--- src/rtl/ram_arbiter.sv ---
// Round-robin arbiter sharing one single-port 32x8 data RAM between the CPU (port 0)
// and the loader (port 1); each transaction runs IDLE -> ACCESS -> RESP.
module ram_arbiter #(
    parameter int DEPTH = 32,
    parameter int AW    = 8,
    parameter int DW    = 8
) (
    input  logic          clk,
    input  logic          reset,
    // Handshake: a requester raises reqN with weN/addrN/wdataN and holds them stable
    // until doneN; gntN pulses for the single cycle the command drives the RAM, and
    // doneN (with errN/rdataN valid) pulses the cycle after. There is no backpressure.
    input  logic          req0,
    input  logic          we0,
    input  logic [AW-1:0] addr0,
    input  logic [DW-1:0] wdata0,
    output logic          gnt0,
    output logic          done0,
    output logic          err0,
    output logic [DW-1:0] rdata0,
    input  logic          req1,
    input  logic          we1,
    input  logic [AW-1:0] addr1,
    input  logic [DW-1:0] wdata1,
    output logic          gnt1,
    output logic          done1,
    output logic          err1,
    output logic [DW-1:0] rdata1,
    output logic          ram_we,
    output logic          ram_re,
    output logic [AW-1:0] ram_addr,
    output logic [DW-1:0] ram_wdata,
    input  logic [DW-1:0] ram_rdata,
    output logic [1:0]    dbgState
);

    typedef enum logic [1:0] {
        IDLE   = 2'd0,
        ACCESS = 2'd1,
        RESP   = 2'd2
    } stateT;

    localparam logic [AW:0] DepthW = DEPTH[AW:0];

    stateT         state;
    stateT         stateNext;
    logic          last;
    logic          winId;
    logic          cmdWe;
    logic [AW-1:0] cmdAddr;
    logic [DW-1:0] cmdWdata;
    logic          oor;

    logic          anyReq;
    logic          pick;
    logic          selWe;
    logic [AW-1:0] selAddr;
    logic [DW-1:0] selWdata;
    logic [DW-1:0] capData;

    assign anyReq = req0 | req1;

    // On a tie the port that did not win last time goes next.
    always_comb begin
        pick = 1'b0;
        if (req0 && req1) begin
            pick = ~last;
        end else if (req1) begin
            pick = 1'b1;
        end
    end

    assign selWe    = pick ? we1    : we0;
    assign selAddr  = pick ? addr1  : addr0;
    assign selWdata = pick ? wdata1 : wdata0;

    always_comb begin
        stateNext = state;
        case (state)
            IDLE:    if (anyReq) stateNext = ACCESS;
            ACCESS:  stateNext = RESP;
            RESP:    stateNext = IDLE;
            default: stateNext = IDLE;
        endcase
    end

    always_ff @(posedge clk or posedge reset) begin
        if (reset) begin
            state <= IDLE;
        end else begin
            state <= stateNext;
        end
    end

    always_ff @(posedge clk or posedge reset) begin
        if (reset) begin
            last     <= 1'b1;
            winId    <= 1'b0;
            cmdWe    <= 1'b0;
            cmdAddr  <= '0;
            cmdWdata <= '0;
            oor      <= 1'b0;
        end else if (state == IDLE && anyReq) begin
            last     <= pick;
            winId    <= pick;
            cmdWe    <= selWe;
            cmdAddr  <= selAddr;
            cmdWdata <= selWdata;
            oor      <= ({1'b0, selAddr} >= DepthW);
        end
    end

    // Writes and blocked accesses return zero rather than whatever the RAM presents.
    assign capData = (cmdWe || oor) ? '0 : ram_rdata;

    always_ff @(posedge clk or posedge reset) begin
        if (reset) begin
            rdata0 <= '0;
            rdata1 <= '0;
        end else if (state == ACCESS) begin
            if (winId) begin
                rdata1 <= capData;
            end else begin
                rdata0 <= capData;
            end
        end
    end

    always_comb begin
        gnt0      = 1'b0;
        gnt1      = 1'b0;
        done0     = 1'b0;
        done1     = 1'b0;
        err0      = 1'b0;
        err1      = 1'b0;
        ram_we    = 1'b0;
        ram_re    = 1'b0;
        ram_addr  = '0;
        ram_wdata = '0;
        case (state)
            ACCESS: begin
                gnt0      = ~winId;
                gnt1      = winId;
                ram_we    = cmdWe & ~oor;
                ram_re    = ~cmdWe & ~oor;
                ram_addr  = cmdAddr;
                ram_wdata = cmdWdata;
            end
            RESP: begin
                done0 = ~winId;
                done1 = winId;
                err0  = ~winId & oor;
                err1  = winId & oor;
            end
            default: ;
        endcase
    end

    assign dbgState = state;

endmodule

--- config.mk ---
export PLATFORM = sky130hd
export DESIGN_NAME = ram_arbiter
export DESIGN_NICKNAME = d
export VERILOG_FILES = /design/src/rtl/ram_arbiter.sv
export SDC_FILE = /design/constraint.sdc
export NUM_CORES = 1
export LEC_CHECK = 0
export CAP_MARGIN = 20
export CELL_PAD_IN_SITES_DETAIL_PLACEMENT = 0
export CELL_PAD_IN_SITES_GLOBAL_PLACEMENT = 1
export CORE_MARGIN = 1
export CORE_UTILIZATION = 33
export DETAILED_ROUTE_END_ITERATION = 12
export PLACE_DENSITY_LB_ADDON = 0.1
export SKIP_CTS_REPAIR_TIMING = 1
export SLEW_MARGIN = 10
export SYNTH_ARGS = -nofsm -noshare
export SYNTH_HDL_FRONTEND = slang
export SYNTH_SLANG_ARGS = --single-unit
export TNS_END_PERCENT = 30
--- constraint.sdc ---
create_clock -name clk -period 4.3 [get_ports clk]
set_input_delay 1.29 -clock clk [delete_from_list [all_inputs] [get_ports clk]]
set_output_delay 1.29 -clock clk [all_outputs]
set_load 0.03 [all_outputs]
==> flow_summary.toml, run 1 <==
[drt]
viasPerCell = 4.53
drt_pre_antenna_iters = 4
wl_per_cell_microns = 12.6
wirelength_mm = 4.16
drc = 0
vias = 1491
ant_nets = 0
drt_iter0_markers = 45

[floorplan]
num_rows = 26
die_area_sq_mm = 0.00595
die_w_microns = 77.1
initial_core_util_pct = 35.4
dieHeight_microns = 77.1
core_area_sq_mm = 0.00527
pin_count = 88

[cells_and_area]
areaGrowthSynthToFinish_pct = 56.7
fin_nets = 304
diodes = 0
mostFrequentLayoutCell = "clkdlybuf4s50_1"
final_cell_mix = "clkdlybuf4s50_1 (87), dfrtp_1 (37), mux2_2 (26)"
drive_gt1_share_pct = 18.9

[min_path]
hp-class = "flop to flop"

[critical_path]
critical_path_class = "flop to output port"
path_cells = "or3b_1 -> inv_1 -> clkdlybuf4s50_1"
crit_path_max_fanout = 17
start_kind = "flop"
slowest_delay_ns = 0.67
cp.arrival_ns = 2.15
cp-end-kind = "output port"
cp_top_family = "buffers and inverters"
cp_num_buf_inv = 2
worst_path_max_delay_cell = "clkdlybuf4s50_1"
cp.required_ns = 3.01

[clocking]
cts_sinks = 38
cts_max_level = 2
cts-root-buf = "clkbuf_8"
clk_path_buf_depth = 2
clkLatencyLatePin_ns = 0.29
cts-buffers-inserted = 5
cts_tree = "built"
path_clk_slew_ns = 0.08

[yosys]
netlist-cell-type-count = 26
synth_top_area_share_pct = 49.7
synthCells = 167
synth_top_area_cell = "dfrtp_1"
synth_area_sq_mm = 0.00186
ys_seq_area_share_pct = 51.1
ys_ff_latch = 38
syn_nets = 213
synth_area_leaders = "dfrtp_1 (50%), mux2_2 (16%), and2_1 (6.0%)"
ys_warn_count = 0
syn-mean-instance-area_sq_um = 11.2

[timing]
fin_crit_sh_pct = 79.9
worst_pin_slew_ns = 0.647
setup_ws_ns = 0.862
hold_viol = 0
final-setup-viol-count = 0
relSlewSlack_pct = 56.7
totalNegativeSetupSlack_ns = 0
fin_crit_ns = 3.44
maxSlewViolCount = 0
rsz0062_at_grt = "no"
whs_ns = 0.479
skew_ns = 0.00609
max_freq_ghz = 0.291

[pwr]
power_mw = 2.04
power_leakage_nw = 1.23
powerDensity_mw_per_mm2 = 699
vdd_drop_max_mv = 0.377

[status]
run_status = "completed"

[placed_design]
port_buffers = 87
place_hpwl_mm = 3.11
routabilityCongestion = 0.663
post-place-ws_ns = 1.17

[global_routing]
grt_pass1_vias = 1498
grt_max_degree = 39
gr-usage-all-layers_pct = 15.3
grt_pass1_wl_mm = 7.15
grt_overflow_total = 0
antenna_found_initial = 0

[run]
drv_cap = 0
## stage by stage
stage / instance area [sq um] / utilization [%] / instances
final: 2920 / 55.4 / 329
after detailed placement: 2810 / 53.3 / 321
after global routing: 2920 / 55.4 / 329
after CTS: 2920 / 55.4 / 329
after floorplan: 1860 / - / 167
after global placement: 2810 / 53.3 / 321
## cell usage after synthesis
master and n:
dfrtp_1 37, mux2_2 26, nand2_1 25, and2_1 18, o21ai_0 16, inv_1 7, mux2_4 7, clkbuf_1 4
nor2_1 4, nor2b_1 3, a22o_1 2, a32oi_1 2, and3_1 2, buf_2 2, a21boi_2 1, a21oi_1 1
a31oi_1 1, buf_12 1, buf_6 1, dfstp_2 1, nand2b_1 1, nand3b_1 1, nor3_1 1, o21ai_1 1
or2b_1 1, or3b_1 1
## worst register-to-register path: stages, from the launching register on
cell and delay, ns:
dfstp_2 0.39, a21boi_2 0.10, buf_4 0.30, mux2_2 0.38
mux2_2 0.26
## cells by family after synthesis
logic type,synth area share [%]
AND/OR/NAND/NOR,15.4
multiplexers,21.4
flip-flops,51.1
buffers and inverters,4.43
AO/OA/AOI/OAI,7.66
## per-layer routing
| layer | routed length, microns | track usage, % | vias to the layer above |
|---|---|---|---|
| li1 | - | - | 747 |
| met1 | 1890 | 19.0 | 690 |
| met2 | 2000 | 25.0 | 49 |
| met3 | 216 | 4.17 | 5 |
| met4 | 50 | 5.66 | 0 |
| met5 | 0 | 0 | - |
## power by group
| part | switching [mW] | leakage, nW | internal [mW] |
|---|---|---|---|
| combinational | 0.605 | 0.708 | 0.519 |
| clock | 0.126 | 0.0504 | 0.172 |
| sequential | 0.0906 | 0.473 | 0.529 |
## flip-flops by register name, indices dropped and copies added (netlist names)
register and count:
rdata0 8, cmdWdata 8, dbgState 2, last 1
cmdWe 1, winId 1, oor 1, rdata1 8
cmdAddr 8
## final cells by class
type                       instances  area (sq um)
clock buffer                       5          68.8
clock inverter                     3          45.0
fill                             503          2350
inverter                           7          26.3
multi-input combinational        114           832
sequential                        38           952
tap                               70          87.6
timing repair buffer              92           908
## path summary, 6_finish.rpt
| check | startpoint | endpoint | slack, ns | cells past startpoint |
|---|---|---|---|---|
| hold reg to reg | rdata1[2]$_DFFE_PP0P_ | rdata1[2]$_DFFE_PP0P_ | 0.48 | 2 |
| setup / recovery | winId$_DFFE_PP0P_ | gnt0 | 0.86 | 3 |
| min in group asynchronous | reset | cmdWdata[4]$_DFFE_PP0P_ | 1.42 | 3 |
| max in group asynchronous | reset | last$_DFFE_PP1P_ | 2.52 | 3 |
| hold / removal | rdata1[2]$_DFFE_PP0P_ | rdata1[2]$_DFFE_PP0P_ | 0.48 | 2 |
| setup reg to reg | last$_DFFE_PP1P_ | cmdWdata[3]$_DFFE_PP0P_ | 2.76 | 4 |
Power figures use the tool's default switching activity.
==> run 2: changes to the inputs <==
--- a/config.mk
+++ b/config.mk
@@ -9,7 +9,7 @@
 export CELL_PAD_IN_SITES_DETAIL_PLACEMENT = 0
 export CELL_PAD_IN_SITES_GLOBAL_PLACEMENT = 1
 export CORE_MARGIN = 1
-export CORE_UTILIZATION = 33
+export CORE_UTILIZATION = 30
 export DETAILED_ROUTE_END_ITERATION = 12
 export PLACE_DENSITY_LB_ADDON = 0.1
 export SKIP_CTS_REPAIR_TIMING = 1
==> constraint.sdc (replaced) <==
create_clock -name clk -period 3.51 [get_ports clk]
set_input_delay 1.053 -clock clk [delete_from_list [all_inputs] [get_ports clk]]
set_output_delay 1.053 -clock clk [all_outputs]
set_load 0.03 [all_outputs]
==> run 2 against run 1 <==
Critical path depth increased by 1. Die area increased by 9.7%. Global-route usage decreased by 1.2 points. Sequential cell count unchanged. Critical endpoint unchanged.
==> flow_summary.toml, run 2 (same netlist as run 1, synthesis figures left out) <==
[global_routing]
grt_pass1_wl_mm = 6.89
grt_pass1_vias = 1467
grt_overflow_total = 0
gr-usage-all-layers_pct = 14.1
grt_max_degree = 39
antenna_found_initial = 0

[pwr]
vdd_drop_max_mv = 0.422
pwr-share-comb_pct = 56.5
power_leakage_nw = 1.24
swShare_pct = 41.0
powerDensity_mw_per_mm2 = 841
power_mw = 2.46
p_int_mw = 1.45
switchingPower_mw = 1.01
p_clk_share_pct = 12.5
power_frac_seq_pct = 31.0

[status]
run_status = "completed"

[min_path]
hp-class = "flop to flop"
hp-start = "rdata1[1]$_DFFE_PP0P_"

[cells_and_area]
fillerInstances = 605
fin_area_sq_mm = 0.00292
fin_nets = 306
final_cell_mix = "clkdlybuf4s50_1 (87), dfrtp_1 (37), mux2_2 (26)"
drive_gt1_share_pct = 19.5
areaGrowthSynthToFinish_pct = 56.9
diodes = 0
mostFrequentLayoutCell = "clkdlybuf4s50_1"

[placed_design]
place_hpwl_mm = 3.12
port_buffers = 87
routabilityCongestion = 0.672
placed_cell_area_sq_mm = 0.00283

[critical_path]
cp.arrival_ns = 2.04
start_kind = "flop"
crit_start = "winId$_DFFE_PP0P_"
cp-end-kind = "output port"
cp.required_ns = 2.46
r2r_start = "last$_DFFE_PP1P_"
crit_path_max_fanout = 17
critical_path_class = "flop to output port"

[timing]
max_freq_ghz = 0.324
skew_ns = 0.00625
fin_crit_sh_pct = 88.0
fin_crit_ns = 3.09
final-setup-viol-count = 0
rsz0062_at_grt = "no"
maxSlewViolCount = 0
worst_pin_slew_ns = 0.484
hold_viol = 0
relSlewSlack_pct = 67.8
totalNegativeSetupSlack_ns = 0

[drt]
wl_per_cell_microns = 12.5
ant_nets = 0
drt_iter0_markers = 47
viasPerCell = 4.43
drc = 0
drt_pre_antenna_iters = 4
vias = 1488
wirelength_mm = 4.19

[floorplan]
pin_count = 88
initial_core_util_pct = 31.3
die_area_sq_mm = 0.00653
core_area_sq_mm = 0.00596
num_rows = 28
dieHeight_microns = 80.8
die_w_microns = 80.8

[clocking]
cts_max_level = 2
cts_tree = "built"
clk_path_buf_depth = 2
cts-buffers-inserted = 5
cts-root-buf = "clkbuf_8"
path_clk_slew_ns = 0.08
cts_sinks = 38
clkLatencyLatePin_ns = 0.28

[run]
drv_cap = 0
run 2: cell types whose count changed in the layout (fill, tap and decap cells not counted):
cell        delta
clkinvlp_4     -1
clkbuf_8       +1
buf_4          +2
clkinv_2       +1
bufinv_16      -1
run 2: stage by stage:
| stage | hold slack [ns] | std cells | worst slack, ns | utilization, % |
|---|---|---|---|---|
| finish | 0.484 | 336 | 0.422 | 49.1 |
| global route | 0.516 | 336 | 0.319 | 49.1 |
| CTS | 0.491 | 336 | 0.401 | 49.1 |
| detailed placement | 0.472 | 328 | 0.640 | 47.5 |
| global placement | 0.461 | 328 | 0.658 | 47.5 |
| floorplan | 0.471 | 167 | 0.980 | - |
run 2: layout make-up:
type | instances | area (sq um) | area share (%)
Tap cell | 75 | 93.8 | 3.21
Inverter | 7 | 26.3 | 0.899
Clock buffer | 6 | 82.6 | 2.83
Sequential cell | 38 | 952 | 32.6
Timing Repair Buffer | 94 | 923 | 31.6
Multi-Input combinational cell | 114 | 832 | 28.5
Clock inverter | 2 | 12.5 | 0.428
run 2: worst paths after layout:
| kind | slack (ns) | depth (start not counted) | end |
|---|---|---|---|
| hold / removal | 0.48 | 2 | rdata1[1]$_DFFE_PP0P_ |
| setup reg to reg | 1.95 | 4 | cmdWdata[0]$_DFFE_PP0P_ |
| hold reg to reg | 0.48 | 2 | rdata1[1]$_DFFE_PP0P_ |
| setup / recovery | 0.42 | 4 | gnt0 |
| max in group asynchronous | 1.97 | 3 | last$_DFFE_PP1P_ |
| min in group asynchronous | 1.17 | 3 | rdata0[7]$_DFFE_PP0P_ |
run 2: power by group through the flow:
stage          Combinational, mW  Clock [mW]  Sequential (mW)
3_5_place_dp                1.41           0            0.772
3_3_place_gp                1.40           0            0.770
5_1_grt                     1.49       0.341            0.791
4_1_cts                     1.41       0.326            0.765
2_1_floorplan              0.689           0            0.927
6_report                    1.39       0.309            0.762
run 2: critical path, cell delays in order (launching register included):
cell and delay [ns]:
dfrtp_1 0.45, or3b_1 0.39, buf_4 0.20, inv_1 0.06, clkdlybuf4s50_1 0.65
run 2: per-layer routing:
metal / wire length [microns] / part of all wire (%) / GRT usage [%] / vias to the layer above
li1: - / - / - / 747
met1: 1940 / 46 / 18.2 / 678
met2: 1910 / 46 / 22.1 / 58
met3: 294 / 7.0 / 4.16 / 5
met4: 49 / 1.2 / 5.36 / 0
met5: 0 / 0 / 0 / -
==> run 3: changes to the inputs <==
--- a/config.mk
+++ b/config.mk
@@ -13,7 +13,6 @@
 export DETAILED_ROUTE_END_ITERATION = 12
 export PLACE_DENSITY_LB_ADDON = 0.1
 export SKIP_CTS_REPAIR_TIMING = 1
-export SLEW_MARGIN = 10
 export SYNTH_ARGS = -nofsm -noshare
 export SYNTH_HDL_FRONTEND = slang
 export SYNTH_SLANG_ARGS = --single-unit
==> results of run 3 <==
Final layout, timing and power as in run 2 (identical DEF).
